--- config.mk ---
export PLATFORM = sky130hd
export DESIGN_NAME = uart_tx_scheduler_flat
export DESIGN_NICKNAME = d
export VERILOG_FILES = /design/src/rtl/uart_pkg.sv /design/src/rtl/uart_tx_scheduler_if.sv /design/src/rtl/rr_arbiter2.sv /design/src/rtl/uart_tx_scheduler.sv /design/src/flat_wrapper.sv
export SDC_FILE = /design/constraint.sdc
export NUM_CORES = 1
export LEC_CHECK = 0
export CAP_MARGIN = 15
export CELL_PAD_IN_SITES_DETAIL_PLACEMENT = 1
export CELL_PAD_IN_SITES_GLOBAL_PLACEMENT = 2
export CORE_MARGIN = 3
export CORE_UTILIZATION = 19
export CTS_CLUSTER_DIAMETER = 30
export CTS_CLUSTER_SIZE = 10
export DETAILED_ROUTE_END_ITERATION = 7
export PLACE_DENSITY_LB_ADDON = 0.1
export REMOVE_ABC_BUFFERS = 1
export SYNTH_ARGS = -nofsm -noshare
export SYNTH_HDL_FRONTEND = slang
export SYNTH_SLANG_ARGS = --single-unit
--- constraint.sdc ---
create_clock -name clk_i -period 1.43 [get_ports clk_i]
set_input_delay 0.429 -clock clk_i [delete_from_list [all_inputs] [get_ports clk_i]]
set_output_delay 0.429 -clock clk_i [all_outputs]
set_load 0.02 [all_outputs]
--- src/rtl/uart_pkg.sv ---
// uart_pkg: shared state encoding and UART register map for the TX scheduler
package uart_pkg;
  typedef enum logic [2:0] {IDLE, WR_DATA, WR_CTRL, SETTLE, POLL, DONE} state_t;
  localparam logic [31:0] UART_CTRL_ADDR = 32'h0;
  localparam logic [31:0] UART_DATA_ADDR = 32'h4;
  localparam int CTRL_SEND_BIT = 0;
  function automatic logic [1:0] onehot2(input logic idx);
    return idx ? 2'b10 : 2'b01;
  endfunction
endpackage

--- src/rtl/uart_tx_scheduler_if.sv ---
// uart_tx_scheduler_if: requester handshake plus UART register port of the TX scheduler
interface uart_tx_scheduler_if;
  logic [1:0]  req_i;
  logic [7:0]  data0_i;
  logic [7:0]  data1_i;
  logic [1:0]  ack_o;
  logic [1:0]  done_o;
  logic        timeout_o;
  logic        busy_o;
  logic        uart_we_o;
  logic [31:0] uart_addr_o;
  logic [31:0] uart_wdata_o;
  logic [31:0] uart_rdata_i;
  modport master (
    input  req_i, data0_i, data1_i, uart_rdata_i,
    output ack_o, done_o, timeout_o, busy_o, uart_we_o, uart_addr_o, uart_wdata_o
  );
  modport slave (
    output req_i, data0_i, data1_i, uart_rdata_i,
    input  ack_o, done_o, timeout_o, busy_o, uart_we_o, uart_addr_o, uart_wdata_o
  );
endinterface

--- src/rtl/rr_arbiter2.sv ---
// rr_arbiter2: two-way round-robin grant, favouring the requester not served last
module rr_arbiter2 (
  input  logic [1:0] req,
  input  logic       last_grant,
  output logic       grant
);
  assign grant = &req ? ~last_grant : req[1];
endmodule

--- src/rtl/uart_tx_scheduler.sv ---
// uart_tx_scheduler: arbitrates two byte requesters onto a polled UART register port
module uart_tx_scheduler
  import uart_pkg::*;
#(
  parameter int POLL_TIMEOUT = 200000
) (
  input logic clk_i,
  input logic rst_n_i,
  uart_tx_scheduler_if.master bus
);
  localparam logic [17:0] POLL_LAST = 18'(POLL_TIMEOUT - 1);
  state_t      state, state_n;
  logic        gnt, take, grant_q, last_grant, poll_hit, sending;
  logic [7:0]  byte_q;
  logic [17:0] poll_cnt;
  logic [1:0]  ack_q, done_q;
  logic        timeout_q;
  logic        unused_rdata;
  assign unused_rdata = ^bus.uart_rdata_i[31:1];
  assign sending = bus.uart_rdata_i[CTRL_SEND_BIT];
  assign take = state == IDLE && |bus.req_i;
  rr_arbiter2 u_arb (
    .req       (bus.req_i),
    .last_grant(last_grant),
    .grant     (gnt)
  );
  always_comb begin
    state_n = state;
    poll_hit = 1'b0;
    case (state)
      IDLE:    state_n = take ? WR_DATA : IDLE;
      WR_DATA: state_n = WR_CTRL;
      WR_CTRL: state_n = SETTLE;
      SETTLE:  state_n = POLL;
      POLL: begin
        poll_hit = sending && poll_cnt == POLL_LAST;
        state_n = !sending ? DONE : poll_hit ? IDLE : POLL;
      end
      DONE:    state_n = IDLE;
      default: state_n = IDLE;
    endcase
    bus.busy_o = state != IDLE;
    bus.uart_we_o = state == WR_DATA || state == WR_CTRL;
    bus.uart_addr_o = state == WR_DATA ? UART_DATA_ADDR : UART_CTRL_ADDR;
    bus.uart_wdata_o = state == WR_DATA ? {24'b0, byte_q} :
                       state == WR_CTRL ? 32'(1) << CTRL_SEND_BIT : '0;
    bus.ack_o = ack_q;
    bus.done_o = done_q;
    bus.timeout_o = timeout_q;
  end
  // pulses are registered so each lands in the cycle after the event that causes it
  always_ff @(posedge clk_i or negedge rst_n_i) begin
    if (!rst_n_i) begin
      state <= IDLE;
      grant_q <= 1'b0;
      last_grant <= 1'b1;
      byte_q <= '0;
      poll_cnt <= '0;
      ack_q <= '0;
      done_q <= '0;
      timeout_q <= 1'b0;
    end else begin
      state <= state_n;
      ack_q <= take ? onehot2(gnt) : 2'b00;
      done_q <= state == DONE ? onehot2(grant_q) : 2'b00;
      timeout_q <= poll_hit;
      poll_cnt <= state == POLL && state_n == POLL ? poll_cnt + 18'd1 : '0;
      if (take) begin
        grant_q <= gnt;
        byte_q <= gnt ? bus.data1_i : bus.data0_i;
      end
      if (state == DONE || poll_hit) last_grant <= grant_q;
    end
  end
endmodule

--- src/flat_wrapper.sv ---
// flat-port wrapper written by rule: the top's interface ports become plain ports
module uart_tx_scheduler_flat import uart_pkg::*;
#(
  parameter int POLL_TIMEOUT = 200000
)
  (clk_i, rst_n_i, bus_req_i, bus_data0_i, bus_data1_i, bus_uart_rdata_i, bus_ack_o, bus_done_o, bus_timeout_o, bus_busy_o, bus_uart_we_o, bus_uart_addr_o, bus_uart_wdata_o);
  uart_tx_scheduler_if bus_i ();
  input logic clk_i;
  input logic rst_n_i;
  input wire logic [$bits(bus_i.req_i)-1:0] bus_req_i;
  input wire logic [$bits(bus_i.data0_i)-1:0] bus_data0_i;
  input wire logic [$bits(bus_i.data1_i)-1:0] bus_data1_i;
  input wire logic [$bits(bus_i.uart_rdata_i)-1:0] bus_uart_rdata_i;
  output wire logic [$bits(bus_i.ack_o)-1:0] bus_ack_o;
  output wire logic [$bits(bus_i.done_o)-1:0] bus_done_o;
  output wire logic [$bits(bus_i.timeout_o)-1:0] bus_timeout_o;
  output wire logic [$bits(bus_i.busy_o)-1:0] bus_busy_o;
  output wire logic [$bits(bus_i.uart_we_o)-1:0] bus_uart_we_o;
  output wire logic [$bits(bus_i.uart_addr_o)-1:0] bus_uart_addr_o;
  output wire logic [$bits(bus_i.uart_wdata_o)-1:0] bus_uart_wdata_o;
  assign bus_i.req_i = bus_req_i;
  assign bus_i.data0_i = bus_data0_i;
  assign bus_i.data1_i = bus_data1_i;
  assign bus_i.uart_rdata_i = bus_uart_rdata_i;
  assign bus_ack_o = bus_i.ack_o;
  assign bus_done_o = bus_i.done_o;
  assign bus_timeout_o = bus_i.timeout_o;
  assign bus_busy_o = bus_i.busy_o;
  assign bus_uart_we_o = bus_i.uart_we_o;
  assign bus_uart_addr_o = bus_i.uart_addr_o;
  assign bus_uart_wdata_o = bus_i.uart_wdata_o;
  uart_tx_scheduler #(.POLL_TIMEOUT(POLL_TIMEOUT)) u_core (.clk_i(clk_i), .rst_n_i(rst_n_i), .bus(bus_i));
endmodule
Word-level counts from Yosys, hierarchy flattened
Cells that the tools add are included.

word-level totals
  flip-flop bits (word level) = 36
  bits in latches = 0
  memory bits (writable) = 0
  bits in read-only memories = 0
  input port bits = 52
  output and inout bits = 71
  word-level logic and storage cells = 41
  memories kept = 0

operators by class
  add/sub/neg operators = 1
  multipliers = 0
  div/mod/pow operators = 0
  magnitude comparators = 0
  equality and inequality tests = 7
  shift-type cells = 0
  multiplexer cells = 15
  bitwise gates (word level) = 1
  reductions and logical operators = 9

operator list
  operator               count
  $mux 32                1
  $add 18x1->18 const B  1
  $eq 18x18->1 const B   1
  $mux 18                1
  $pmux 3 s5             1
  $eq 3x3->1 const B     3
  $mux 3                 3
  $mux 2                 4
  $mux 8                 1
  $eq 3x2->1 const B     2
  $mux 1                 4
  $eq 3x1->1 const B     1
  $logic_and 1x1->1      3
  $logic_not 3->1        1
  $reduce_bool 3->1      1
  $logic_or 1x1->1       2
  $reduce_and 2->1       1
  $reduce_or 2->1        1
  $not 1->1              1

Logic depth before layout (Yosys ltp)
  depth after elaboration = 8
  mapped depth = 7
  depth with buffers taken out = 5

Modules after synthesis
From an unflattened synthesis, not the netlist that was laid out.

second synthesis, totals
  cell total of the unflattened synthesis = 238
  area total of the unflattened synthesis = 2179.6 µm²

by module, submodules not included
  module             instances  cells each  area each (µm²)
  uart_tx_scheduler  1          237         2168.3
  rr_arbiter2        1          1           11.3

Worst setup path before layout
OpenSTA, ideal clock, no wires.

  path type = flip-flop to output port
  from = register u_core.state[1]
  to = output bus_uart_wdata_o[0]
  data arrival time = 1.195 ns
  required time = 1.001 ns
  setup slack = -0.194 ns
  cell stages (with the launch flop) = 5
  path through = dfrtp_1 > buf_2 > nor2b_1 > nand2_1 > a21oi_1

between the ends
  word-level cells in the longest chain between the ends = 3
  elaborated cells on any way between the ends = 4
  those cells by class = 2 x eq/ne; 2 x mux

ends and longest elaborated chain
  element                 line                     source
  from (decl)             uart_tx_scheduler.sv:12  state_t state, state_n;
  from (signal assigned)  uart_tx_scheduler.sv:63  state <= state_n;
  $eq 3x2->1              uart_tx_scheduler.sv:46  state == WR_CTRL ? 32'(1) << CTRL_SEND_BIT : '0;
  $mux 1                  uart_tx_scheduler.sv:46
  $mux 32 (*)             uart_tx_scheduler.sv:45  bus.uart_wdata_o = state == WR_DATA ? {24'b0, byte_q} :
  to (decl)               flat_wrapper.sv:20       output wire logic [$bits(bus_i.uart_wdata_o)-1:0] bus_uart_wdata_o;

Every way passes the cells marked *; elsewhere a longest branch is shown, timed or not.

Worst setup path after layout
  from = register u_core.state[1]
  to = output bus_uart_we_o

between the ends
  word-level cells in the longest chain between the ends = 2
  elaborated cells on any way between the ends = 3
  those cells by class = 2 x eq/ne; 1 x reduce/logical

ends and longest elaborated chain
  element                                          line                     source
  $eq 3x1->1 / $eq 3x2->1 (equally long branches)  uart_tx_scheduler.sv:43  bus.uart_we_o = state == WR_DATA || state == WR_CTRL;
  $logic_or 1x1->1 (*)                             uart_tx_scheduler.sv:43
  to (decl)                                        flat_wrapper.sv:18       output wire logic [$bits(bus_i.uart_we_o)-1:0] bus_uart_we_o;

Marked as above.

==> run metrics <==
post-synthesis area per instance=9.658 um^2; cts hold-fix bufs=0; H-Tree Depth=2; Avg WL per Cell=14.01 um; Yosys cell types=40; Via Count=1783; largest net degree at the start of global routing=15; Placer Congestion=0.6777; CP Class=reg -> out; total gr overflow=0; Worst EP required=1.00 ns; # DRC=0; P_leak=1.554 nW; Gate Count Post-Synth=228; Tot GR Track Use=0.1009; pre-CTS setup slack=-0.4850 ns; Max IR drop VDD=0.4950 mV; total die area=0.01292 mm^2; crit-path cells=buf_6 > nand2b_4 > a21oi_2 > buf_6; layout net count=363; post-synthesis sequential area ratio=0.4097; Period minus WS final=1.687 ns; final WL=6317 um; final core utilization=0.3089; number of synthesized register bits=36; share of layout cells above drive strength 1=0.4116; port bufs=36; clk_skew=0.007148 ns; die height=113.7 um; period utilisation layout=1.180; TritonCTS clock tree=done; critical path's top delay family=flip-flops; leading area contributor after synthesis=dfrtp_1; final setup vio count=38; Clock transition at path regs=0.06 ns; RSZ-0062 raised after global routing=true; Post-DRT Antenna Nets=0; number of global-route vias before repair=1863; Initial Utilization=0.1988; Core Box Area=0.01108 mm^2; clk root buf=clkbuf_16; TritonCTS buffer count=5; post-route setup slack=-0.2570 ns; io pins=123; top achievable clock speed=592.8 MHz; Max stage delay on crit path=0.41 ns; first-pass GRT wire length=10160 um; HPWL Detailed=4453 um; Layout area overhead=55.40%; final max-slew violation count=0; count of maximum capacitance violations=0; Worst Path Buf+Inv=2; slowest stage cell, crit path=dfrtp_1; Die Wd=113.7 um; Setup crit end kind=output pin; Fillers=1279; Worst Hold Class=in -> async; Setup crit start kind=flop; Antenna Diode Count=0; Max Buffers Root-to-Sink=2; Worst Path Max Fanout=4; failing checks=setup timing; CTS sink count=36; # rows=38; top cells by area, synth=dfrtp_1, buf_4, xor2_1; Multi-input gate area=0.001321 mm^2; Starting DRT DRC Count=53; Mapped Area=0.002202 mm^2; Via density=3.953; status=finished with violations; endpoints failing hold=0; DR pass1 iterations=5; WP data arrival=1.26 ns; FF+latch area=904.6 um^2; PD cells=1355 mW/mm^2; warnings from Yosys=0; Synth top area share=0.3977; initial antenna violation count=0; worst skew pair latency=0.28 ns; CP dominant cell by count=buf_6
[per-layer routing]
metal  vias up  wire length (um)  global-route usage
met3         4               344             0.01804
met2        69              3131              0.1708
met5         -                 0                   0
li1        835                 -                   -
met1       875              2776              0.1328
met4         0                64             0.02644
[placed cells by master (no fill, tap or decap), types with 5 or more instances in the layout]
master and instances:
a222oi_1 8, and3_4 9, buf_12 5, buf_4 31, buf_6 21, clkbuf_16 5
clkdlybuf4s50_1 17, conb_1 55, dfrtp_1 33, dlygate4sd2_1 7, inv_1 10, nand2_1 8
nand3_1 5, nand4_1 7, nor2_4 15, xor2_1 8, xor2_2 5
[area by class of cell]
cell class	count	share of cell area
Tap cell	140	0.05119
Timing Repair Buffer	83	0.2435
Multi-Input combinational cell	173	0.3861
Sequential cell	36	0.2644
Clock buffer	8	0.04278
Inverter	11	0.01207
[power by group]
group	total, W	switching (W)	internal (W)	leakage [nW]
clock network	0.00113	0.000431	0.000696	0.0712
registers	0.00133	0.000118	0.00121	0.477
logic	0.00218	0.00111	0.00107	1.01
[worst reg2reg max path: stages (launching register included)]
cell and delay [ns]:
dfrtp_1 0.35, ha_2 0.19, and4_4 0.27, nand2_8 0.09, o21ai_4 0.22, buf_12 0.15, buf_12 0.13, nor2_4 0.04
[timing repair]
action                     in CTS  in global routing
gates resized for setup       125                 36
pin swaps                      32                 19
setup endpoints to repair      48                 41
setup buffers                   6                  4
gates cloned                    4                  0
[Yosys cell counts]
cell type  instances
and3_1            12
dfstp_2            1
nand3_1            6
ha_1               1
and4_1             4
nand2b_1           4
o21ai_2            1
or3_1              2
a221oi_1           1
nor3_1             2
and4_2             1
buf_4             56
and3b_1            1
o21ai_0            2
nand4_2            2
and4bb_2           1
a21o_1             1
o21ai_4            1
xor2_1            13
buf_6              2
mux2i_1            1
a21oi_1            5
a222oi_1           8
xnor2_1            1
buf_2              5
nor3_2             1
nand2_1            8
conb_1             1
nor4b_1            1
clkbuf_1           1
inv_1             11
o22ai_1            1
nand4_1            7
and2_1             2
nand2_4            1
nor4_2             1
nor2_1            20
dfrtp_1           35
nor2b_1            3
a21oi_2            1
[through the flow]
step                      power (W)  hold slack, ns  area [um^2]  cells  setup TNS [ns]
final                      0.004638         0.08093         3422    451          -4.642
after global routing       0.004953         0.09868         3422    451          -7.632
after CTS                  0.004646         0.09433         3273    450          -6.499
after detailed placement   0.003061          0.3979         2786    432          -17.35
after global placement     0.003063          0.4013         2786    432          -17.12
after floorplan            0.002198          0.1334         1933    218          -1.674
[kinds of logic after synthesis]
| family | after synthesis | share of synthesized area |
|---|---|---|
| adders and majority gates | 1 | 0.005681 |
| AOI/OAI and AO/OA | 21 | 0.07785 |
| other | 1 | 0.001703 |
| buffers and inverters | 75 | 0.2329 |
| xor gates and xnor gates | 14 | 0.05568 |
| and+or+nand+nor | 79 | 0.2119 |
| DFF | 36 | 0.4097 |
| muxes | 1 | 0.004546 |
[registers in the layout, summed over array words and instances, names as in the netlist]
register / flops
u_core.bus.ack_o: 2
u_core.bus.done_o: 2
u_core.bus.timeout_o: 1
u_core.byte_q: 8
u_core.grant_q: 1
u_core.last_grant: 1
u_core.poll_cnt: 18
u_core.state: 3
[final timing paths]
check | startpoint | end | depth (start not counted) | slack, ns
min | rst_n_i | u_core.poll_cnt[14]$_DFF_PN0_ | 1 | 0.08
min reg2reg | u_core.grant_q$_DFFE_PN0P_ | u_core.bus.done_o[0]$_DFF_PN0_ | 1 | 0.50
max in group asynchronous | rst_n_i | u_core.grant_q$_DFFE_PN0P_ | 2 | 0.92
max | u_core.state[1]$_DFF_PN0_ | bus_uart_we_o | 4 | -0.26
max reg2reg | u_core.poll_cnt[0]$_DFF_PN0_ | u_core.poll_cnt[4]$_DFF_PN0_ | 7 | -0.13
min in group clk_i | u_core.grant_q$_DFFE_PN0P_ | u_core.bus.done_o[0]$_DFF_PN0_ | 1 | 0.50
Note: power is estimated with default switching activity, not from simulation.
